`config.mk`:
```
export PLATFORM = sky130hd
export DESIGN_NAME = hdc_cos_encode_seq
export DESIGN_NICKNAME = d
export VERILOG_FILES = /design/src/rtl/hdc_cos_encode_seq.sv
export SDC_FILE = /design/constraint.sdc
export NUM_CORES = 1
export LEC_CHECK = 0
export BUFFER_PORTS_ARGS = -buffer_cell sky130_fd_sc_hd__buf_2
export CORE_ASPECT_RATIO = 1.5
export CORE_MARGIN = 2
export CORE_UTILIZATION = 45
export DETAILED_ROUTE_END_ITERATION = 8
export HOLD_SLACK_MARGIN = 0.12
export PLACE_DENSITY = 0.66
export SYNTH_ARGS = -nofsm -noshare
export SYNTH_HDL_FRONTEND = slang
export SYNTH_SLANG_ARGS = --single-unit
export TNS_END_PERCENT = 10
```
`constraint.sdc`:
```
create_clock -name clk -period 8.9 [get_ports clk]
set_input_delay 1.78 -clock clk [delete_from_list [all_inputs] [get_ports clk]]
set_output_delay 1.78 -clock clk [all_outputs]
set_load 0.01 [all_outputs]
```
`src/rtl/hdc_cos_encode_seq.sv`:
```
// Purpose : time-shares one cos_lookup across DIM dimensions; per dimension the angle is
//           ((sum_f feat_f*W[d][f]) >> SHIFT)[7:0] + bias_d, and the element is cos_lookup(angle).
// Latency : first enc_valid N_FEAT+2 cycles after start; N_FEAT+2 cycles per element when ready is high.
// Backpr. : enc_data/enc_idx hold in OUT until enc_ready; the sequencer stalls, nothing is dropped.
// Ports   : clk/rst_n (async active-low); start/abort/feat request side; busy/done status;
//           w_*/b_* sync-read ROM ports (data one cycle after ren); enc_* valid/ready element stream.

package cosine_pkg;

  // Quarter-wave table: round(32*cos(i*pi/128)) for i = 0..64.
  function automatic logic [5:0] cos_quarter(input logic [6:0] i);
    logic [5:0] r;
    case (i) inside
      [7'd0:7'd7]:         r = 6'd32;
      [7'd8:7'd12]:        r = 6'd31;
      [7'd13:7'd16]:       r = 6'd30;
      [7'd17:7'd19]:       r = 6'd29;
      [7'd20:7'd21]:       r = 6'd28;
      [7'd22:7'd24]:       r = 6'd27;
      [7'd25:7'd26]:       r = 6'd26;
      [7'd27:7'd28]:       r = 6'd25;
      [7'd29:7'd30]:       r = 6'd24;
      [7'd31:7'd32]:       r = 6'd23;
      7'd33:               r = 6'd22;
      [7'd34:7'd35]:       r = 6'd21;
      [7'd36:7'd37]:       r = 6'd20;
      7'd38:               r = 6'd19;
      [7'd39:7'd40]:       r = 6'd18;
      7'd41:               r = 6'd17;
      [7'd42:7'd43]:       r = 6'd16;
      7'd44:               r = 6'd15;
      [7'd45:7'd46]:       r = 6'd14;
      7'd47:               r = 6'd13;
      [7'd48:7'd49]:       r = 6'd12;
      7'd50:               r = 6'd11;
      7'd51:               r = 6'd10;
      [7'd52:7'd53]:       r = 6'd9;
      7'd54:               r = 6'd8;
      7'd55:               r = 6'd7;
      7'd56:               r = 6'd6;
      [7'd57:7'd58]:       r = 6'd5;
      7'd59:               r = 6'd4;
      7'd60:               r = 6'd3;
      [7'd61:7'd62]:       r = 6'd2;
      7'd63:               r = 6'd1;
      default:             r = 6'd0;
    endcase
    return r;
  endfunction

  // round(-32*cos(2*pi*a/256)): angle 0 maps to -32, angle 128 to +32.
  function automatic logic signed [7:0] cos_lookup(input logic [7:0] a);
    logic [6:0]        i;
    logic [6:0]        ic;
    logic signed [7:0] pos_i;
    logic signed [7:0] pos_ic;
    logic signed [7:0] r;
    i      = {1'b0, a[5:0]};
    ic     = 7'd64 - i;
    pos_i  = $signed({2'b00, cos_quarter(i)});
    pos_ic = $signed({2'b00, cos_quarter(ic)});
    case (a[7:6])
      2'd0:    r = -pos_i;
      2'd1:    r = pos_ic;
      2'd2:    r = pos_i;
      default: r = -pos_ic;
    endcase
    return r;
  endfunction

endpackage

module hdc_cos_encode_seq #(
  parameter int DIM    = 64,
  parameter int N_FEAT = 4,
  parameter int SHIFT  = 4,
  localparam int AW    = (DIM * N_FEAT > 1) ? $clog2(DIM * N_FEAT) : 1,
  localparam int DW    = (DIM > 1) ? $clog2(DIM) : 1,
  localparam int FW    = (N_FEAT > 1) ? $clog2(N_FEAT) : 1,
  localparam int ACC_W = 16 + $clog2(N_FEAT) + 1
) (
  input  logic                  clk,
  input  logic                  rst_n,
  input  logic                  start,
  input  logic                  abort,
  input  logic [8*N_FEAT-1:0]   feat,
  output logic                  busy,
  output logic                  done,
  output logic                  w_ren,
  output logic [AW-1:0]         w_addr,
  input  logic [7:0]            w_rdata,
  output logic                  b_ren,
  output logic [DW-1:0]         b_addr,
  input  logic [7:0]            b_rdata,
  output logic                  enc_valid,
  input  logic                  enc_ready,
  output logic signed [7:0]     enc_data,
  output logic [DW-1:0]         enc_idx
);

  typedef enum logic [1:0] {IDLE, RD, DRAIN, OUT} state_t;

  state_t                   state_q;
  logic [8*N_FEAT-1:0]      feat_q;
  logic [DW-1:0]            d_q;
  logic [FW-1:0]            f_q;
  logic signed [ACC_W-1:0]  acc_q;
  logic [7:0]               bias_q;
  logic                     b_vld_q;   // b_rdata carries this dimension's bias this cycle
  logic                     busy_q;
  logic                     done_q;
  logic                     w_ren_q;
  logic [AW-1:0]            w_addr_q;
  logic                     b_ren_q;
  logic [DW-1:0]            b_addr_q;
  logic                     enc_valid_q;
  logic signed [7:0]        enc_data_q;
  logic [DW-1:0]            enc_idx_q;

  // Datapath: the ROM word arriving now belongs to the previous address, so it
  // pairs with feature f-1 in RD and with the last feature in DRAIN.
  logic [FW-1:0]            fsel;
  logic signed [7:0]        feat_sel;
  logic signed [15:0]       prod;
  logic signed [ACC_W-1:0]  acc_d;
  logic [7:0]               bias_eff;
  logic [7:0]               angle_d;

  always_comb begin
    fsel     = (state_q == DRAIN) ? FW'(N_FEAT - 1) : f_q - 1'b1;
    feat_sel = $signed(feat_q[8*fsel +: 8]);
    prod     = feat_sel * $signed(w_rdata);
    acc_d    = acc_q + $signed({{(ACC_W-16){prod[15]}}, prod});
    // With N_FEAT==1 the bias word is still on the ROM bus during DRAIN.
    bias_eff = b_vld_q ? b_rdata : bias_q;
    angle_d  = acc_d[SHIFT+7:SHIFT] + bias_eff;
  end

  always_ff @(posedge clk or negedge rst_n) begin
    if (!rst_n) begin
      state_q     <= IDLE;
      feat_q      <= '0;
      d_q         <= '0;
      f_q         <= '0;
      acc_q       <= '0;
      bias_q      <= '0;
      b_vld_q     <= 1'b0;
      busy_q      <= 1'b0;
      done_q      <= 1'b0;
      w_ren_q     <= 1'b0;
      w_addr_q    <= '0;
      b_ren_q     <= 1'b0;
      b_addr_q    <= '0;
      enc_valid_q <= 1'b0;
      enc_data_q  <= '0;
      enc_idx_q   <= '0;
    end else begin
      done_q  <= 1'b0;
      b_vld_q <= b_ren_q;
      if (b_vld_q) begin
        bias_q <= b_rdata;
      end
      if (abort) begin
        // Drops any pending element, even one being accepted this cycle.
        state_q     <= IDLE;
        busy_q      <= 1'b0;
        w_ren_q     <= 1'b0;
        b_ren_q     <= 1'b0;
        enc_valid_q <= 1'b0;
      end else begin
        case (state_q)
          IDLE: begin
            if (start) begin
              feat_q   <= feat;
              d_q      <= '0;
              f_q      <= '0;
              acc_q    <= '0;
              busy_q   <= 1'b1;
              w_ren_q  <= 1'b1;
              w_addr_q <= '0;
              b_ren_q  <= 1'b1;
              b_addr_q <= '0;
              state_q  <= RD;
            end
          end
          RD: begin
            b_ren_q <= 1'b0;
            if (f_q != '0) begin
              acc_q <= acc_d;
            end
            if (f_q == FW'(N_FEAT - 1)) begin
              w_ren_q <= 1'b0;
              state_q <= DRAIN;
            end else begin
              f_q      <= f_q + 1'b1;
              w_addr_q <= w_addr_q + 1'b1;
            end
          end
          DRAIN: begin
            acc_q       <= acc_d;
            enc_data_q  <= cosine_pkg::cos_lookup(angle_d);
            enc_idx_q   <= d_q;
            enc_valid_q <= 1'b1;
            state_q     <= OUT;
          end
          OUT: begin
            if (enc_ready) begin
              enc_valid_q <= 1'b0;
              if (d_q == DW'(DIM - 1)) begin
                done_q  <= 1'b1;
                busy_q  <= 1'b0;
                state_q <= IDLE;
              end else begin
                // w_addr already points at the last word of d; +1 is (d+1)*N_FEAT.
                d_q      <= d_q + 1'b1;
                f_q      <= '0;
                acc_q    <= '0;
                w_ren_q  <= 1'b1;
                w_addr_q <= w_addr_q + 1'b1;
                b_ren_q  <= 1'b1;
                b_addr_q <= d_q + 1'b1;
                state_q  <= RD;
              end
            end
          end
          default: state_q <= IDLE;
        endcase
      end
    end
  end

  assign busy      = busy_q;
  assign done      = done_q;
  assign w_ren     = w_ren_q;
  assign w_addr    = w_addr_q;
  assign b_ren     = b_ren_q;
  assign b_addr    = b_addr_q;
  assign enc_valid = enc_valid_q;
  assign enc_data  = enc_data_q;
  assign enc_idx   = enc_idx_q;

endmodule

```
==> flow_summary.yaml, run 1 <==
outcome:
  outcome: "complete, no violations"
drt:
  wirelength_mm: 34.2
  first_iter_violations: 827
  viasPerCell: 5.84
  detailedRoute.firstPassIterationCount: 5
  drc: 0
  wl_met3_mm: 1.29
  routed.top_layer: "met4"
  wl_per_cell_um: 20.3
  route.met2.wl_mm: 18.3
  ant_nets: 0
  wl_met1_mm: 12.6
  vias: 9833
global_route:
  grt_pass1_wl_mm: 53.2
  grt_overflow_total: 0
  grt_use_total_pct: 30.7
  grt_pass1_vias: 10100
  grt_max_degree: 47
  antenna_found_initial: 0
setup_path:
  critical_path.max_fanout: 7
  cp-end-kind: "flop"
  max_stage_delay_ps: 630
  startpoint: "f_q[0]$_DFFE_PN0P_"
  critical_path_arrival_ps: 9020
  reg2reg_from: "f_q[0]$_DFFE_PN0P_"
  regToRegEndpoint: "enc_data[1]$_DFFE_PN0P_"
  crit_type: "reg2reg"
  r2r_cells: 35
  reg2reg_slack_ps: 120
  cp-start-kind: "flop"
  crit_path_top_delay_cell: "mux4_2"
  worstPathRequired_ps: 9140
clock_tree:
  cts.clk_slew.worst_paths_ps: 70
  cts_buffer_depth: 2
  cts_buffers: 9
  htree_num_levels: 3
  insertion_delay_ps: 360
  cts_sinks: 90
  cts_root_buf: "clkbuf_16"
  cts_tree: "built"
die:
  die_y_um: 182
  core_area_mm2: 0.0209
  die_w_um: 123
  num_rows: 65
  initial_core_util_pct: 45.4
  dieArea_mm2: 0.0223
  num_io_pins: 86
hold_path:
  whs_path_depth: 0
  whs_endpoint: "b_vld_q$_DFF_PN0_"
  min_from: "b_ren$_DFFE_PN0P_"
  hold_path.class: "reg2reg"
place:
  gp_congestion: 1.01
  dpl.cell_count: 1636
  numPortBuffers: 85
  dp_slack_ps: -464
  place.detailed.hpwl_mm: 26.3
yosys:
  ys_types: 91
  synth_warnings: 0
  synthMuxAreaShare_pct: 7.41
  synth_top_family_by_area: "compound AO/OA/AOI/OAI gates"
  ys_seq_elements: 90
  ys.flop_type: "dfrtp_1"
  synth_adder_area_share_pct: 17.3
  synthTopCellsByArea: "dfrtp_1 (24%), fa_1 (10%), ha_1 (7.1%), nand2_1 (5.2%), mux2_2 (5.0%)"
  synth_compound_gate_area_share_pct: 21.3
  synthArstFlopShare_pct: 100
  synth_nets: 1249
  synth_edf_count: 0
  synth_xor_area_share_pct: 4.97
  syn-cell-area_mm2: 0.00948
  ys_seq_area_share_pct: 23.7
  syn_area_per_cell_um2: 8.67
  synth-simple-area-share_pct: 19.0
  synth_top_cell_area_share_pct: 23.7
  syn_inst: 1094
  synth_area_leader_cell: "dfrtp_1"
cells_and_area:
  stdcell_count: 1683
  nNetsFinal: 1566
  n_antenna_cell: 0
  register_area_mm2: 0.00225
  layout-drive-gt1-share_pct: 39.0
  multiInputGateArea_mm2: 0.00734
  nFillCells: 1795
  syn2layout_area_growth_pct: 38.7
  final_common_cell: "buf_4"
  final_cell_mix: "buf_4 (273), nand2_1 (124), dfrtp_1 (90)"
timing:
  fin_crit_ps: 8780
  finalSetupViolations: 0
  max_slew_margin_pct: 29.4
  skew_ps: 13.5
  slew_violations: 0
  min_period_over_period_pct: 98.6
  max_freq_ghz: 0.114
  worst_pin_slew_ps: 1040
  setup_slack_ps: 125
  hold_viol: 0
  grt_setup_unrepaired: "true"
job:
  drv_cap: 0
synthesized netlist by cell type (17+ instances only):
master,count
a21oi_1,42
a31oi_1,19
and2_1,25
clkbuf_1,40
dfrtp_1,90
fa_1,48
ha_1,54
inv_1,83
mux2_2,42
nand2_1,131
nand3_1,32
nor2_1,88
nor3_1,23
o211ai_1,17
o21ai_0,50
xnor2_1,23
registers in the layout, indices dropped and copies added (netlist names), 2 cells and up:
name      flops
bias_q        8
enc_idx       6
state_q       2
acc_q        12
f_q           2
feat_q       32
b_addr        6
enc_data      8
w_addr        8
worst max-delay path, delay by kind of cell (launching register included):
family,cells,cell delay [ps]
AO/OA/AOI/OAI,10,1810
XOR/XNOR,1,120
buffers and inverters,8,880
multiplexers,1,630
AND/OR/NAND/NOR,6,1650
flip-flops,1,350
adder cells (fa/ha/maj),9,3210
per-stage QoR:
step	cell area (um2)	utilization [%]	hold slack [ps]	TNS, ps
2_1_floorplan	9500	-	435	0
3_3_place_gp	11900	56.9	420	-2120
3_5_place_dp	11900	56.9	419	-2470
4_1_cts	12400	59.1	438	0
5_1_grt	13200	62.9	453	-474
6_report	13200	62.9	432	0
timing repair:
item / in CTS / in global routing
pin swaps: 7 / 54
resized for setup: 31 / 108
buffers inserted: 4 / 29
setup endpoints to repair: 7 / 8
hold buffers: 0 / 0
worst max path at each step:
stage	endpoint	slack, ps	cells after the start
2_1_floorplan	enc_data[2]$_DFFE_PN0P_	0.8	27
3_3_place_gp	enc_data[1]$_DFFE_PN0P_	-380	31
3_5_place_dp	enc_data[1]$_DFFE_PN0P_	-460	29
4_1_cts	enc_data[2]$_DFFE_PN0P_	4	33
5_1_grt	enc_data[2]$_DFFE_PN0P_	-130	35
6_report	enc_data[1]$_DFFE_PN0P_	120	35
per-layer routing:
metal	global-route usage [%]	up-vias
li1	-	4575
met1	33.7	4817
met2	55.7	323
met3	3.93	118
met4	17.5	0
met5	0	-
layout make-up:
type,instances,share of cell area [%]
clock buffers,9,1.71
repair buffers,367,19.8
flip-flops and latches,90,17.1
well taps,268,2.55
inverters,84,2.40
clock inverters,6,0.561
multi-input cells,859,55.8
cell families (layout without fill, tap and decap cells):
family          count (synthesis)  in the layout
compound gates                278            278
buf+inv                       145            466
xor+xnor                       44             44
fa+ha+maj                     102            102
flops                          90             90
simple gates                  380            380
mux                            55             55
Power of run 1 is not shown: default switching activity piles up to over one toggle a cycle in this logic, so the estimate is an artifact.
==> run 2: changes to the inputs <==
--- a/config.mk
+++ b/config.mk
@@ -8,10 +8,11 @@
 export BUFFER_PORTS_ARGS = -buffer_cell sky130_fd_sc_hd__buf_2
 export CORE_ASPECT_RATIO = 1.5
 export CORE_MARGIN = 2
-export CORE_UTILIZATION = 45
+export CORE_UTILIZATION = 54
 export DETAILED_ROUTE_END_ITERATION = 8
 export HOLD_SLACK_MARGIN = 0.12
-export PLACE_DENSITY = 0.66
+export PLACE_DENSITY = 0.76
+export RECOVER_POWER = 25
 export SYNTH_ARGS = -nofsm -noshare
 export SYNTH_HDL_FRONTEND = slang
 export SYNTH_SLANG_ARGS = --single-unit
==> run 2 against run 1 <==
Compared with the run above:
- the flow now finishes with violations (max-capacitance violations, max-slew violations)
- cell area down 0.74%
- hold slack improved by 37 ps
- wire length rose by 2.1%
- register-to-register slack improved by 30 ps
- via count rose by 2.3%
- die area is 16% lower
- fmax rose by 0.32%
- sequential share of layout area up 0.13 points
==> flow_summary.yaml, run 2 (synthesis gave the netlist of run 1 again) <==
outcome:
  outcome: "complete, but fails checks"
  violations: "max-capacitance violations, max-slew violations"
drt:
  ant_nets: 0
  drc: 0
  first_iter_violations: 805
  detailedRoute.firstPassIterationCount: 5
  vias: 10100
  viasPerCell: 6.23
  wirelength_mm: 34.9
  wl_per_cell_um: 21.6
setup_path:
  r2r_cells: 34
  critical_path_arrival_ps: 9020
  worstPathRequired_ps: 9180
  critical_path.max_fanout: 6
  crit_type: "reg2reg"
  cp-start-kind: "flop"
  regToRegEndpoint: "enc_data[1]$_DFFE_PN0P_"
  reg2reg_from: "f_q[1]$_DFFE_PN0P_"
  reg2reg_slack_ps: 150
  crit_family: "adder cells"
  cp-end-kind: "flop"
  crit_buf_inv: 8
  crit_path_top_delay_cell: "fa_1"
  max_stage_delay_ps: 560
  cp_common_cell: "fa_1"
clock_tree:
  cts_hold_buffers: 0
  insertion_delay_ps: 360
  cts_buffer_depth: 2
  cts_buffers: 9
  cts_sinks: 90
  cts.clk_slew.worst_paths_ps: 80
  cts_root_buf: "clkbuf_16"
  htree_num_levels: 3
  cts_tree: "built"
hold_path:
  hold_path.class: "reg2reg"
  min_from: "b_ren$_DFFE_PN0P_"
  whs_endpoint: "b_vld_q$_DFF_PN0_"
  whs_path_depth: 0
timing:
  max_freq_ghz: 0.114
  worst_pin_slew_ps: 4570
  slew_violations: 84
  skew_ps: 15.8
  fin_setup_tns_ps: 0
  hold_viol: 0
  fin_crit_ps: 8750
  min_period_over_period_pct: 98.3
  finalSetupViolations: 0
  max_slew_margin_pct: -204
die:
  core_area_mm2: 0.0173
  die_w_um: 112
  die_y_um: 166
  dieArea_mm2: 0.0187
  initial_core_util_pct: 54.9
  num_rows: 59
  num_io_pins: 86
cells_and_area:
  nNetsFinal: 1553
  n_antenna_cell: 0
  final_cell_mix: "buf_4 (254), nand2_1 (120), dfrtp_1 (90)"
  largest_register: "feat_q"
  syn2layout_area_growth_pct: 37.7
  largestRegisters: "feat_q x32, acc_q x12"
  layout-drive-gt1-share_pct: 38.4
  final_common_cell: "buf_4"
  largest_register_ff_count: 32
global_route:
  grt_max_degree: 84
  grt_pass1_vias: 10200
  antenna_found_initial: 0
  grt_pass1_wl_mm: 53.3
  grt_use_total_pct: 35.8
  grt_overflow_total: 0
place:
  numPortBuffers: 85
  gp_congestion: 1.03
  place.detailed.hpwl_mm: 26.3
job:
  drv_cap: 1
run 2: cell count changes in the layout (fill, tap and decap cells not counted), sizes merged:
| cell | before | now |
|---|---|---|
| buf | 367 | 345 |
| clkbuf | 9 | 18 |
| clkinv | 1 | 4 |
| clkinvlp | 2 | 0 |
run 2: area by class of cell:
class                      count  area (um2)
clock buffer                   9         225
clock inverter                 7        92.6
fill                        1252        4220
inverter                      84         315
multi-input combinational    859        7400
sequential                    90        2250
tap                          213         267
timing repair buffer         354        2510
run 2: per-stage QoR:
| stage | hold WS, ps | worst slack, ps | instance area (um2) | cells | util [%] |
|---|---|---|---|---|---|
| after floorplan | 435 | 0.824 | 9500 | 1094 | - |
| after global placement | 425 | -447 | 11800 | 1578 | 68.1 |
| after detailed placement | 428 | -501 | 11800 | 1578 | 68.1 |
| after CTS | 457 | -1.88 | 12200 | 1594 | 70.8 |
| after global routing | 464 | -140 | 13100 | 1616 | 75.6 |
| final | 469 | 153 | 13100 | 1616 | 75.6 |
run 2: what timing repair did:
action,4_1_cts,5_1_grt
endpoints found under the hold margin,0,0
setup buffers,0,22
resized for setup,34,130
setup endpoints to repair,7,7
pin swaps,2,46
run 2: how the worst max path moves through the flow:
stage                                  start  depth (start not counted)  slack [ps]                 endpoint
after CTS                 f_q[1]$_DFFE_PN0P_                         33          -2  enc_data[2]$_DFFE_PN0P_
after global placement            w_rdata[7]                         29        -450  enc_data[1]$_DFFE_PN0P_
after global routing      f_q[0]$_DFFE_PN0P_                         36        -140  enc_data[2]$_DFFE_PN0P_
after detailed placement          w_rdata[7]                         29        -500  enc_data[1]$_DFFE_PN0P_
final                     f_q[1]$_DFFE_PN0P_                         34         150  enc_data[1]$_DFFE_PN0P_
after floorplan                   w_rdata[4]                         27         0.8  enc_data[2]$_DFFE_PN0P_
run 2: worst register-to-register path, delay by kind of cell (launching register included):
family          cells  cell delay, ps
xor+xnor            1             150
flops               1             380
fa+ha+maj           9            3630
buf+inv             8             870
mux                 1             470
compound gates      9            1640
simple gates        6            1580
run 2: per-layer routing:
layer	global-route usage, %	routed length [um]
met2	65.7	18400
met5	0	0
met1	39.7	12400
met3	3.39	1540
met4	20.3	2560
Power of run 2 is left out for the same reason.
==> run 3: changes to the inputs <==
--- a/config.mk
+++ b/config.mk
@@ -8,10 +8,9 @@
 export BUFFER_PORTS_ARGS = -buffer_cell sky130_fd_sc_hd__buf_2
 export CORE_ASPECT_RATIO = 1.5
 export CORE_MARGIN = 2
-export CORE_UTILIZATION = 54
+export CORE_UTILIZATION = 35
 export DETAILED_ROUTE_END_ITERATION = 8
 export HOLD_SLACK_MARGIN = 0.12
-export PLACE_DENSITY = 0.76
 export RECOVER_POWER = 25
 export SYNTH_ARGS = -nofsm -noshare
 export SYNTH_HDL_FRONTEND = slang
==> run 3 against run 2 <==
Compared with the run above:
- the run still ends with max-capacitance violations, max-slew violations left
- wire length is 0.48% lower
- critical path depth is 5 lower
- worst setup slack better by 76 ps
- non-clock buffer count is 11 higher
- via count is 2.8% lower
- final cell count is 8.4% higher
- sequential share of layout area is 0.19 points lower
- hold slack worse by 29 ps
- critical path type is now in2reg
- highest routed layer unchanged
==> flow_summary.yaml, run 3 (synthesis gave the netlist of run 1 again) <==
global_route:
  grt_pass1_wl_mm: 54.4
  grt_overflow_total: 0
  grt_max_degree: 69
  grt_pass1_vias: 10200
  grt_use_total_pct: 24.0
  antenna_found_initial: 0
timing:
  slew_violations: 69
  setup_slack_ps: 229
  max_freq_ghz: 0.115
  skew_ps: 13.7
  min_period_over_period_pct: 97.4
  max_slew_margin_pct: -153
  hold_viol: 0
  fin_crit_ps: 8670
  worst_pin_slew_ps: 3790
  finalSetupViolations: 0
die:
  die_w_um: 138
  dieArea_mm2: 0.0285
  core_area_mm2: 0.0266
  initial_core_util_pct: 35.7
  num_io_pins: 86
  num_rows: 73
  die_y_um: 206
place:
  dpl.cell_count: 1709
  place.detailed.hpwl_mm: 27.8
  gp_congestion: 1.04
  numPortBuffers: 85
  dp_slack_ps: -642
setup_path:
  critical_path_arrival_ps: 8900
  max_stage_delay_ps: 570
  crit_end: "enc_data[1]$_DFFE_PN0P_"
  cp-end-kind: "flop"
  reg2reg_slack_ps: 250
  cp_common_cell: "fa_1"
  crit_type: "in2reg"
  crit_path_top_delay_cell: "fa_1"
  regToRegEndpoint: "enc_data[1]$_DFFE_PN0P_"
  worstPathRequired_ps: 9130
  startpoint: "w_rdata[0]"
  r2r_cells: 35
  critical_path.max_fanout: 8
  reg2reg_from: "state_q[0]$_DFFE_PN0P_"
  cp-start-kind: "primary input"
cells_and_area:
  stdcell_count: 1751
  largest_register_ff_count: 32
  largest_register: "feat_q"
  layout-drive-gt1-share_pct: 38.0
  largestRegisters: "feat_q x32, acc_q x12"
  final_common_cell: "buf_4"
  n_antenna_cell: 0
  final_cell_mix: "buf_4 (268), nand2_1 (118), dfrtp_1 (90)"
  nNetsFinal: 1564
  syn2layout_area_growth_pct: 39.2
outcome:
  outcome: "complete, but fails checks"
  violations: "max-capacitance violations, max-slew violations"
drt:
  viasPerCell: 5.58
  drc: 0
  first_iter_violations: 486
  ant_nets: 0
  detailedRoute.firstPassIterationCount: 5
  wl_per_cell_um: 19.8
  vias: 9779
  wirelength_mm: 34.7
clock_tree:
  insertion_delay_ps: 350
  cts_root_buf: "clkbuf_16"
  cts_buffer_depth: 2
  cts_buffers: 9
  cts.clk_slew.worst_paths_ps: 70
  htree_num_levels: 3
  cts_sinks: 90
  cts_tree: "built"
hold_path:
  hold_path.class: "reg2reg"
job:
  drv_cap: 1
==> run 3: cell count changes in the layout (fill, tap and decap cells not counted), moves of 4 or more <==
cell and change:
inv_1 -5, buf_6 -5, ha_1 -4, inv_2 +5, buf_4 +14
==> run 3: critical path, delay by kind of cell <==
kind | cells | cell delay [ps]
compound gates | 10 | 1830
xor+xnor | 1 | 120
fa+ha+maj | 8 | 3290
buf+inv | 5 | 470
simple gates | 5 | 1420
==> run 3: how the worst min path moves through the flow <==
stage / from / end / slack (ps) / cells after the start
2_1_floorplan: b_ren$_DFFE_PN0P_ / b_vld_q$_DFF_PN0_ / 430 / 0
3_3_place_gp: b_ren$_DFFE_PN0P_ / b_vld_q$_DFF_PN0_ / 450 / 0
3_5_place_dp: b_ren$_DFFE_PN0P_ / b_vld_q$_DFF_PN0_ / 440 / 0
4_1_cts: b_ren$_DFFE_PN0P_ / b_vld_q$_DFF_PN0_ / 460 / 0
5_1_grt: b_ren$_DFFE_PN0P_ / b_vld_q$_DFF_PN0_ / 470 / 0
6_report: b_ren$_DFFE_PN0P_ / b_vld_q$_DFF_PN0_ / 440 / 0
==> run 3: repair_timing <==
action,CTS,global route
setup buffers,7,19
gates resized for setup,32,111
endpoints found under the setup margin,7,7
endpoints found under the hold margin,0,0
pin swaps,9,54
hold buffers,0,0
==> run 3: metrics by stage <==
stage	instance area [um2]	hold WS (ps)	TNS, ps	utilization, %
global route	13200	468	-187	49.7
global placement	12000	453	-3150	45.2
detailed placement	12000	441	-3410	45.2
floorplan	9500	435	0	-
finish	13200	440	0	49.7
CTS	12500	455	0	47.2
==> run 3: final cells by class <==
cell class,count,area [um2]
Tap cell,337,422
Clock inverter,7,81.3
Fill cell,2534,13400
Inverter,84,315
Clock buffer,9,225
Sequential cell,90,2250
Timing Repair Buffer,365,2600
Multi-Input combinational cell,859,7310
==> run 3: per-layer routing <==
layer / track usage (%) / vias to the layer above / part of all wire, %
met5: 0 / - / 0
met4: 12.9 / 0 / 5.5
met3: 1.58 / 102 / 3.0
met2: 44.8 / 300 / 54
met1: 27.3 / 4819 / 38
li1: - / 4558 / -
Power of run 3 is left out for the same reason.
